File: src/rtl/damage_controller.sv
// damage_controller: per-frame hit resolution, status mirrors and round FSM (in: clk, reset, frame_tick, start, pN_hit_req/blocked; out: pN_stunmode, status_reset, pN_health/block, game_over, winner, fighting)
module damage_controller #(
    parameter int HIT_COOLDOWN    = 8,
    parameter int ROUND_END_DELAY = 60
) (
    input  logic       clk,
    input  logic       reset,
    input  logic       frame_tick,
    input  logic       start,
    input  logic       p1_hit_req,
    input  logic       p1_hit_blocked,
    input  logic       p2_hit_req,
    input  logic       p2_hit_blocked,
    output logic [1:0] p1_stunmode,
    output logic [1:0] p2_stunmode,
    output logic       status_reset,
    output logic [1:0] p1_health,
    output logic [1:0] p2_health,
    output logic [1:0] p1_block,
    output logic [1:0] p2_block,
    output logic       game_over,
    output logic [1:0] winner,
    output logic       fighting
);
    typedef enum logic [1:0] {FIGHT, KO_DELAY, GAME_OVER, CLEAR} state_t;
    state_t state;
    logic [1:0][1:0] h, b, stun, nh, nb, nstun;
    logic [1:0][3:0] cd, ncd;
    logic [1:0] pend, unblk, req, blk, unb, hit, guard;
    logic [7:0] dly;
    logic act;
    assign req = {p2_hit_req, p1_hit_req};
    assign blk = {p2_hit_blocked, p1_hit_blocked};
    always_comb begin
        act = (state == FIGHT) && frame_tick;
        for (int i = 0; i < 2; i++) begin
            unb[i]   = unblk[i] | (req[i] & ~blk[i]);
            hit[i]   = act & (pend[i] | req[i]) & (cd[i] == 4'd0);
            guard[i] = hit[i] & ~unb[i] & (b[i] != 2'd0);
            nb[i]    = b[i] - {1'b0, guard[i]};
            nh[i]    = h[i] - {1'b0, hit[i] & ~guard[i] & (h[i] != 2'd0)};
            nstun[i] = hit[i] ? (guard[i] ? 2'b10 : 2'b01) : 2'b00;
            ncd[i]   = hit[i] ? 4'(HIT_COOLDOWN) : (act && cd[i] != 4'd0) ? cd[i] - 4'd1 : cd[i];
        end
    end
    always_ff @(posedge clk) begin
        if (reset) begin
            state  <= FIGHT;
            h      <= '1;
            b      <= '1;
            cd     <= '0;
            pend   <= '0;
            unblk  <= '0;
            stun   <= '0;
            winner <= 2'b00;
            dly    <= '0;
        end else begin
            stun <= nstun;
            h    <= nh;
            b    <= nb;
            cd   <= ncd;
            if (state == FIGHT) begin
                pend  <= frame_tick ? '0 : pend | req;
                unblk <= frame_tick ? '0 : unblk | (req & ~blk);
            end
            case (state)
                FIGHT: if (act && (nh[0] == 2'd0 || nh[1] == 2'd0)) begin
                    state  <= KO_DELAY;
                    winner <= {nh[0] == 2'd0, nh[1] == 2'd0};
                    dly    <= 8'(ROUND_END_DELAY);
                end
                KO_DELAY: if (frame_tick) begin
                    dly <= dly - 8'd1;
                    if (dly == 8'd1) state <= GAME_OVER;
                end
                GAME_OVER: if (start) state <= CLEAR;
                default: begin
                    h      <= '1;
                    b      <= '1;
                    cd     <= '0;
                    pend   <= '0;
                    unblk  <= '0;
                    winner <= 2'b00;
                    state  <= FIGHT;
                end
            endcase
        end
    end
    assign p1_stunmode  = stun[0];
    assign p2_stunmode  = stun[1];
    assign p1_health    = h[0];
    assign p2_health    = h[1];
    assign p1_block     = b[0];
    assign p2_block     = b[1];
    assign game_over    = state == GAME_OVER;
    assign fighting     = state == FIGHT;
    assign status_reset = state == CLEAR;
endmodule

File: config.mk
export PLATFORM = sky130hd
export DESIGN_NAME = damage_controller
export DESIGN_NICKNAME = d
export VERILOG_FILES = /design/src/rtl/damage_controller.sv
export SDC_FILE = /design/constraint.sdc
export NUM_CORES = 1
export LEC_CHECK = 0
export BUFFER_PORTS_ARGS = -buffer_cell sky130_fd_sc_hd__buf_4
export CORE_ASPECT_RATIO = 0.9
export CORE_MARGIN = 3
export CORE_UTILIZATION = 55
export DETAILED_ROUTE_END_ITERATION = 8
export PLACE_DENSITY_LB_ADDON = 0.1
export SETUP_SLACK_MARGIN = 0.3
export SYNTH_ARGS = -nofsm -noshare
export SYNTH_HDL_FRONTEND = slang
export SYNTH_SLANG_ARGS = --single-unit
export TNS_END_PERCENT = 5
File: constraint.sdc
create_clock -name clk -period 5.9 [get_ports clk]
set_clock_uncertainty 0.1 [all_clocks]
set_input_delay 0.59 -clock clk [delete_from_list [all_inputs] [get_ports clk]]
set_output_delay 0.59 -clock clk [all_outputs]
set_load 0.02 [all_outputs]
# --- After elaboration in Yosys (flattened, before gate mapping) ---
# Cells that the tools add are included.
word_totals:
  ff_bits: 36
  latchBits: 0
  ram_bits: 0
  mem_bits_ro: 0
  in_bits: 8
  output_inout_bits: 17
  word_cells: 109
  n_memories: 0
op_classes:
  addsub: 7
  multipliers: 0
  n_div: 0
  order_cmp: 0
  eq_ne: 8
  shift: 0
  n_mux: 18
  bitwise: 32
  reduce_logical: 29
ops:
  columns: ["operator", "count"]
  rows:
  - ["two-way mux 2 bit", 9]
  - ["two-way mux 4 bit", 4]
  - ["two-way mux 8 bit", 2]
  - ["one-hot mux 8 bit (2 select lines)", 1]
  - ["bitwise AND 1 bit", 14]
  - ["nonzero test 2 bit", 7]
  - ["NOT 1 bit", 10]
  - ["OR reduction 3 bit", 3]
  - ["equality test 8 x 1 -> 1 bit (second input constant)", 1]
  - ["logical NOT 4 bit", 2]
  - ["nonzero test 4 bit", 2]
  - ["OR reduction 2 bit", 4]
  - ["subtractor 2 x 1 -> 2 bit", 4]
  - ["subtractor 4 x 1 -> 4 bit (second input constant)", 2]
  - ["subtractor 8 x 1 -> 8 bit (second input constant)", 1]
  - ["logical NOT 2 bit", 3]
  - ["inequality test 2 bit (second input constant)", 3]
  - ["one-hot mux 2 bit (3 select lines)", 1]
  - ["equality test 2 bit (second input constant)", 2]
  - ["logical AND 1 bit", 4]
  - ["bitwise OR 1 bit", 4]
  - ["bitwise OR 2 bit", 2]
  - ["one-hot mux 2 bit (2 select lines)", 1]
  - ["AND reduction 4 bit", 1]
  - ["7 further kinds", 7]

# --- Depth between registers and ports, before layout ---
# Gate-level depths: netlist of run 1.
depth:
  depth_word: 15
  ltp_mapped: 11
  mapped_depth_nobuf: 10

# --- Worst setup path after synthesis of run 1 ---
# Ideal clock, no wire load.
synth_timing:
  path_kind: "reg-to-reg"
  start: "register state[0]"
  end: "register dly[4]"
  setup_ns: 0.075
  arrival_ns: 2.544
  t_required_ns: 5.725
  path_slack_ns: 3.181
  stages_incl_launch_ff: 12
  n_path_buf: 1
  synth_period_minus_slack_ns: 2.719
  cell_sequence: "dfxtp_1 inv_1 ha_1 and2_1 buf_2 o211ai_1 nor3_1 ha_1 nor2b_4 nor3_2 or4_1 a31oi_1"
synth_between:
  elab_chain_cells: 15
  word_cells_on_any_way: 28
  cone_classes: "add/sub (2); eq/ne (3); mux (1); bitwise (14); reduce/logical (8)"
synth_lines:
  columns: ["element", "line", "rtl"]
  rows:
  - ["start: declaration", "26", "state_t state;"]
  - ["start signal: assignment", "48", "state <= FIGHT;"]
  - ["start signal: assignment", "68", "state <= KO_DELAY;"]
  - ["start signal: assignment", "74", "if (dly == 8'd1) state <= GAME_OVER;"]
  - ["logical NOT 2 bit *", null, null]
  - ["net fighting", "23", "output logic fighting"]
  - ["logical AND 1 bit", "35", "act = (state == FIGHT) && frame_tick;"]
  - ["bitwise AND 1 bit (2 in a row)", "38", "hit[i] = act & (pend[i] | req[i]) & (cd[i] == 4'd0);"]
  - ["bitwise AND 1 bit (2 in a row)", "39", "guard[i] = hit[i] & ~unb[i] & (b[i] != 2'd0);"]
  - ["NOT 1 bit", "41", "nh[i] = h[i] - {1'b0, hit[i] & ~guard[i] & (h[i] != 2'd0)};"]
  - ["bitwise AND 1 bit (2 in a row)", "41", null]
  - ["subtractor 2 x 1 -> 2 bit", "41", null]
  - ["logical NOT 2 bit", "67", "FIGHT: if (act && (nh[0] == 2'd0 || nh[1] == 2'd0)) begin"]
  - ["logical OR 1 bit", "67", null]
  - ["logical AND 1 bit", "67", null]
  - ["inequality test 2 x 1 -> 1 bit (no line)", null, null]
  - ["AND reduction 3 bit (no line)", null, null]
  - ["end signal: assignment", "70", "dly <= 8'(ROUND_END_DELAY);"]
  - ["end signal: assignment", "73", "dly <= dly - 8'd1;"]
  - ["end: declaration", "30", "logic [7:0] dly;"]
# The timed path passes the listed nets; every way through them passes the cells marked *.
# A chain may end at the register's enable or synchronous reset.

# --- Worst setup path in the final report of run 1 ---
layout_timing:
  start: "register state[0]"
  end: "register dly[5]"
layout_between:
  elab_chain_cells: 15
  word_cells_on_any_way: 28
  cone_classes: "add/sub (2); eq/ne (3); mux (1); bitwise (14); reduce/logical (8)"
layout_lines:
  columns: ["element", "line"]
  rows:
  - ["logical NOT 2 bit", "35, 66"]
  - ["logical AND 1 bit", "35"]
  - ["bitwise AND 1 bit (2 in a row)", "38"]
  - ["bitwise AND 1 bit (2 in a row)", "39"]
  - ["NOT 1 bit", "41"]
  - ["bitwise AND 1 bit (2 in a row)", "41"]
  - ["subtractor 2 x 1 -> 2 bit", "41"]
  - ["logical NOT 2 bit", "67"]
  - ["logical OR 1 bit", "67"]
  - ["logical AND 1 bit", "67"]
  - ["inequality test 2 x 1 -> 1 bit (no line)", null]
  - ["AND reduction 3 bit (no line)", null]
# Parallel ways exist; a longest one is shown, timed or not.

==> results.txt, run 1 <==
CTS H-tree depth - 2
Slew Limit Fails - 0
GR Util met1 - 27.74%
TritonCTS buffer count - 5
Gr ovfl total - 0
Die Y - 61.23 um
Worst path cell trace - inv_1 -> ha_1 -> and2_1 -> o211ai_1 -> nor3_1 -> ha_1 -> nor2b_4 -> o311ai_2 -> o211ai_1 -> o311a_1
Grt met2 use - 35.29%
Asr flop ratio synth - 0%
WP data arrival - 3210 ps
GRT Total Usage - 21.65%
CP peak stage delay - 450 ps
CTS clk-pin slew, worst paths - 70 ps
Initial DRT Pass Iterations - 4
Routed WL - 3990 um
Detailed placement HPWL - 2953 um
Share of cells above drive strength 1 - 16.53%
VDD IR-drop max - 237.1 uV
Maximum number of pins on one net before global-route repair - 14
Root buffer cell - clkbuf_8
Post-Syn Area - 1864 um2
GRT Max-Usage Layer - met2
HP Class - flip-flop to flip-flop
Area Growth Syn to Fin - 15.97%
# fillers - 264
Max-slew headroom - 35.38%
Count of flip-flops with a built-in enable after synthesis - 0
Starting Density - 59.41%
CTS Hold Bufs - 0
CTS tree - built
Sequential share of the synthesized area - 38.66%
GPL Wtd Cong - 0.8635
Vias in the first global route - 1,483
Multi-input logic area - 1051 um2
Ys flop type - dfxtp_1
DRC viols - 0
Ys Warns - 0
Max-capacitance violation count - 0
IO buf count - 24
Fmax achieved - 318.9 MHz
Setup_tns - 0 ps
Starting DRT DRC Count - 102
FF+latch area - 720.7 um2
R2R depth - 10
# IOs - 25
Clock sink count - 36
DR vias/cell - 5.496
Min Tclk post-route - 3136 ps
PwrDens - 337.1 nW/um2
CP max stage cell - ha_1
Worst setup path class - flip-flop to flip-flop
Max clock buf depth - 2
Nets - 264
Post-CTS Setup Inserts - 0
Worst Setup Start Kind - flip-flop
Run status - complete, no violations
Core area - 3138 um2
CP Data Required Time - 5980 ps
Synthesized netlist cell count - 215
Synth Net Count - 238
Power consumption - 728.8 uW
Initial antenna violation count - 0
Antenna cells - 0
Tightest Pin Transition - 965.7 ps
First-pass GRT wire length - 6651 um
PostCTS Resize Cnt - 0
Worst skew pair latency - 290 ps
Die width - 67.37 um
End point of the critical path - dly[5]
Die area - 4125 um2
Vias post-DR - 1,561
Routed WL per cell - 14.05 um
FF-to-FF Start - state[0]
LEAKAGE - 0.0009026 uW
# rows - 19
Flops & latches, synth - 36
M3 GR Usage - 6.934%
Slack of the critical path - 2764 ps
Antenna viol nets, final - 0
Reg2Reg Setup Slack - 2760 ps
Pre-CTS setup slack - 2795 ps
Final hold viol count - 0
RSZ-0062 raised after global routing - no
Max FO, Critical Path - 13
Critical Path End Type - flip-flop
Setup-failing EPs final - 0
Worst reg2reg path endpoint - dly[5]
Mean post-synth cell area - 8.671 um2
Post-synthesis cell type count - 45
Period utilization - 53.15%
CP startpoint - state[0]
## cell usage after synthesis, types with 2 or more instances
cell type	count	area, um2
dfxtp_1	36	720.7
nand2_1	25	93.84
nor2_1	23	86.33
inv_1	16	60.06
ha_1	15	187.7
nand3_1	9	45.04
nor3_1	9	45.04
a21oi_1	6	30.03
mux2i_1	6	60.06
xnor2_1	6	52.55
a31oi_1	5	31.28
a211oi_1	4	30.03
o211ai_1	4	30.03
o21ai_0	4	20.02
or3_1	4	25.02
and2_1	3	18.77
nor2b_1	3	18.77
a211o_1	2	17.52
buf_2	2	10.01
nand2b_1	2	12.51
nor2b_4	2	27.53
nor3b_1	2	15.01
o211a_1	2	20.02
o22ai_1	2	12.51
or3b_2	2	17.52
xor2_1	2	17.52
## layout make-up
type	count	share of cell area, %
multi-input cells	156	48.61
repair buffers	24	8.333
well taps	42	2.431
clock buffers	8	4.167
inverters	18	3.125
flip-flops and latches	36	33.33
## kinds of logic after synthesis
kind of cell,count (synthesis),synth area share [%]
buf+inv,23,4.966
fa+ha+maj,15,10.07
compound gates,35,14.03
simple gates,92,25.30
flops,36,38.66
xor+xnor,8,3.759
mux,6,3.222
## flip-flops by register name (all words and copies together), names as in the netlist
register,flops
cd,8
dly,8
p1_block,2
p1_health,2
p1_stunmode,2
p2_block,2
p2_health,2
p2_stunmode,2
pend,2
state,2
unblk,2
winner,2
## how the worst min path moves through the flow
stage                          from   endpoint  slack [ps]  depth (start not counted)
after floorplan             pend[0]    pend[0]         340                          2
after global placement    winner[1]  winner[1]         350                          2
after global routing        pend[0]    pend[0]         390                          2
after detailed placement    pend[0]    pend[0]         350                          2
final                       pend[0]    pend[0]         370                          2
after CTS                   pend[0]    pend[0]         370                          2
## worst max-delay path, delay by kind of cell (launching register included)
family,cells,cell delay (ps)
adder cells (fa/ha/maj),2,730
AO/OA/AOI/OAI,4,970
flip-flops,1,370
AND/OR/NAND/NOR,3,750
buffers and inverters,1,100
## cell usage in the layout (no fill, tap or decap), drive strengths merged, types with 3 or more instances in the layout
| master | instances |
|---|---|
| xnor2 | 6 |
| nor3 | 10 |
| nand2 | 25 |
| o21ai | 4 |
| nor3b | 3 |
| o211ai | 4 |
| a31oi | 5 |
| nand3 | 9 |
| nor2 | 23 |
| a21oi | 6 |
| or3 | 4 |
| and2 | 3 |
| clkbuf | 8 |
| mux2i | 6 |
| dfxtp | 36 |
| a211oi | 5 |
| ha | 15 |
| buf | 24 |
| inv | 17 |
| nor2b | 5 |
## metrics by stage
stage | instance area, um2 | std cells | hold slack (ps) | utilization, %
6_report | 2162 | 284 | 368.1 | 68.90
5_1_grt | 2162 | 284 | 385.3 | 68.90
4_1_cts | 2162 | 284 | 371.5 | 68.90
3_5_place_dp | 2072 | 276 | 354.8 | 66.03
3_3_place_gp | 2072 | 276 | 347.4 | 66.03
2_1_floorplan | 1864 | 215 | 337.3 | -
## where the power goes
part / internal, uW / total, uW / switching (uW)
combinational: 110 / 238 / 128
sequential: 281 / 312 / 31.4
clock: 95.2 / 179 / 83.7
total: 486 / 729 / 243
## layer usage
layer | wire length (um) | part of all wire [%]
met2 | 1896 | 48
met3 | 213 | 5.3
met4 | 44 | 1.1
met1 | 1836 | 46
met5 | 0 | 0
Power figures use the tool's default switching activity.
==> run 2, diff against run 1 <==
--- a/config.mk
+++ b/config.mk
@@ -8,7 +8,7 @@
 export BUFFER_PORTS_ARGS = -buffer_cell sky130_fd_sc_hd__buf_4
 export CORE_ASPECT_RATIO = 0.9
 export CORE_MARGIN = 3
-export CORE_UTILIZATION = 55
+export CORE_UTILIZATION = 51
 export DETAILED_ROUTE_END_ITERATION = 8
 export PLACE_DENSITY_LB_ADDON = 0.1
 export SETUP_SLACK_MARGIN = 0.3
==> constraint.sdc (replaced) <==
create_clock -name clk -period 2.7 [get_ports clk]
set_clock_uncertainty 0.1 [all_clocks]
set_input_delay 0.27 -clock clk [delete_from_list [all_inputs] [get_ports clk]]
set_output_delay 0.27 -clock clk [all_outputs]
set_load 0.02 [all_outputs]
==> run 2 against run 1 <==
  * Combinational power increased to 2.6 times the previous value
  * Final cell count increased by 2.8%
  * Design area increased by 7.4%
  * Sequential share of layout area decreased by 2.1 points
  * Setup slack got worse by 2600 ps
  * Critical path depth unchanged
  * Sequential power increased by 120%
  * Non-clock buffer count increased by 6
  * Critical endpoint is now dly[4]
  * Largest cell class unchanged
==> results.txt, run 2 (synthesis results as in run 1) <==
Detailed placement HPWL - 3058 um
CTS H-tree depth - 2
Logic pwr share - 34.6%
# rows - 20
Sequential Power Share - 39.2%
# fillers - 283
WP data arrival - 2620 ps
# IOs - 25
Routed WL per cell - 14.52 um
Antenna viol nets, final - 0
Cell count of the worst hold path - 3
Starting DRT DRC Count - 103
VDD IR-drop max - 533.6 uV
Maximum number of pins on one net before global-route repair - 14
DR vias/cell - 5.620
Slew Limit Fails - 0
GPL Wtd Cong - 0.9119
CP Data Required Time - 2810 ps
Net switching power figure - 582.1 uW
Max FO, Critical Path - 6
Fmax achieved - 398.0 MHz
Max-capacitance violation count - 0
Tightest Pin Transition - 378.9 ps
Most frequent cells in the layout - dfxtp_1, buf_4, nand2_1
Non-Filler Instances - 292
Run status - complete, no violations
Initial DRT Pass Iterations - 4
Gr ovfl total - 0
Share of cells above drive strength 1 - 26.21%
HP Class - input pin to flip-flop
Root buffer cell - clkbuf_8
Vias post-DR - 1,641
Worst setup path class - flip-flop to flip-flop
Worst Setup Start Kind - flip-flop
PwrDens - 765.8 nW/um2
R2R depth - 10
TritonCTS buffer count - 5
Die area - 4418 um2
Clock sink count - 36
Nets - 270
Antenna cells - 0
Worst skew pair latency - 280 ps
CTS Hold Bufs - 0
Placed Area - 2121 um2
Min Tclk post-route - 2512 ps
CP max stage cell - or4_1
Design area - 2322 um2
Top Registers - cd: 8 flops, dly: 8 flops
Max clock buf depth - 2
Final hold viol count - 0
Pint - 1196 uW
GRT Total Usage - 19.72%
First-pass GRT wire length - 7017 um
IO buf count - 24
Max-slew headroom - 74.58%
Die width - 69.73 um
Worst path cell trace - inv_2 -> ha_4 -> nor3b_4 -> o211ai_1 -> nor3_1 -> ha_1 -> nor2b_4 -> nor3_4 -> or4_1 -> a31oi_1
DRC viols - 0
Initial antenna violation count - 0
Switch share - 32.73%
Cells after DPL - 281
CTS tree - built
Setup-failing EPs final - 0
Critical Path End Type - flip-flop
Clock share of power - 26.2%
Die Y - 63.36 um
Area Growth Syn to Fin - 24.56%
Period utilization - 93.05%
RSZ-0062 raised after global routing - yes
Setup_tns - 0 ps
Routed WL - 4240 um
CTS clk-pin slew, worst paths - 70 ps
Most common cell after layout, fill and taps aside - dfxtp_1
Vias in the first global route - 1,575
CP peak stage delay - 420 ps
LEAKAGE - 0.0009745 uW
Core area - 3453 um2
Starting Density - 53.99%
run 2: changes by cell type in the layout (fill, tap and decap cells not counted), sizes merged:
cell    previous run  this run
clkinv             1         2
buf               24        30
bufinv             0         1
clkbuf             8         6
run 2: final timing paths:
| check | startpoint | slack [ps] | endpoint |
|---|---|---|---|
| setup / recovery | cd[0] | 190 | dly[4] |
| hold / removal | p1_hit_req | 130 | pend[0] |
| setup reg to reg | cd[0] | 190 | dly[4] |
| hold reg to reg | winner[0] | 370 | winner[0] |
run 2: critical path, delay by kind of cell (launching register included):
kind,cells,cell delay (ps)
AND/OR/NAND/NOR,5,1190
adder cells (fa/ha/maj),2,380
flip-flops,1,340
AO/OA/AOI/OAI,2,340
buffers and inverters,1,80
run 2: per-stage QoR:
| stage | setup WS, ps | total power, uW | util, % | hold WS, ps |
|---|---|---|---|---|
| 2_1_floorplan | 295.1 | 1082 | - | 311.7 |
| 3_3_place_gp | 160.7 | 1186 | 61.41 | 343.6 |
| 3_5_place_dp | 98.84 | 1226 | 61.41 | 349.8 |
| 4_1_cts | 234.2 | 1718 | 65.91 | 128.3 |
| 5_1_grt | 64.00 | 1896 | 67.25 | 167.2 |
| 6_report | 187.5 | 1778 | 67.25 | 131.4 |
run 2: what timing repair did:
item	4_1_cts	5_1_grt
pin swaps	2	7
gates cloned	0	0
gates resized for setup	5	10
setup buffers	2	1
hold endpoints to repair	0	0
setup endpoints to repair	11	12
run 2: cell type report:
| class | count | area (um2) | share of cell area [%] |
|---|---|---|---|
| multi-input cells | 156 | 1141 | 49.14 |
| flip-flops and latches | 36 | 725.7 | 31.25 |
| repair buffers | 30 | 225.2 | 9.698 |
| clock buffers | 6 | 72.57 | 3.125 |
| inverters | 18 | 67.56 | 2.909 |
| well taps | 44 | 55.05 | 2.371 |
| clock inverters | 2 | 35.03 | 1.509 |
run 2: power groups by stage:
| stage | clock, uW | combinational, uW | sequential, uW |
|---|---|---|---|
| 3_3_place_gp | 0 | 499 | 687 |
| 4_1_cts | 477 | 555 | 686 |
| 3_5_place_dp | 0 | 532 | 694 |
| 2_1_floorplan | 0 | 378 | 703 |
| 5_1_grt | 503 | 684 | 710 |
| 6_report | 466 | 615 | 698 |
run 2: per-layer routing:
layer	global-route usage [%]	up-vias	share of wire, %
met4	5.981	0	0.68
met3	5.104	4	5.8
met2	33.21	49	48
met5	0	-	0
met1	24.80	775	46
li1	-	813	-
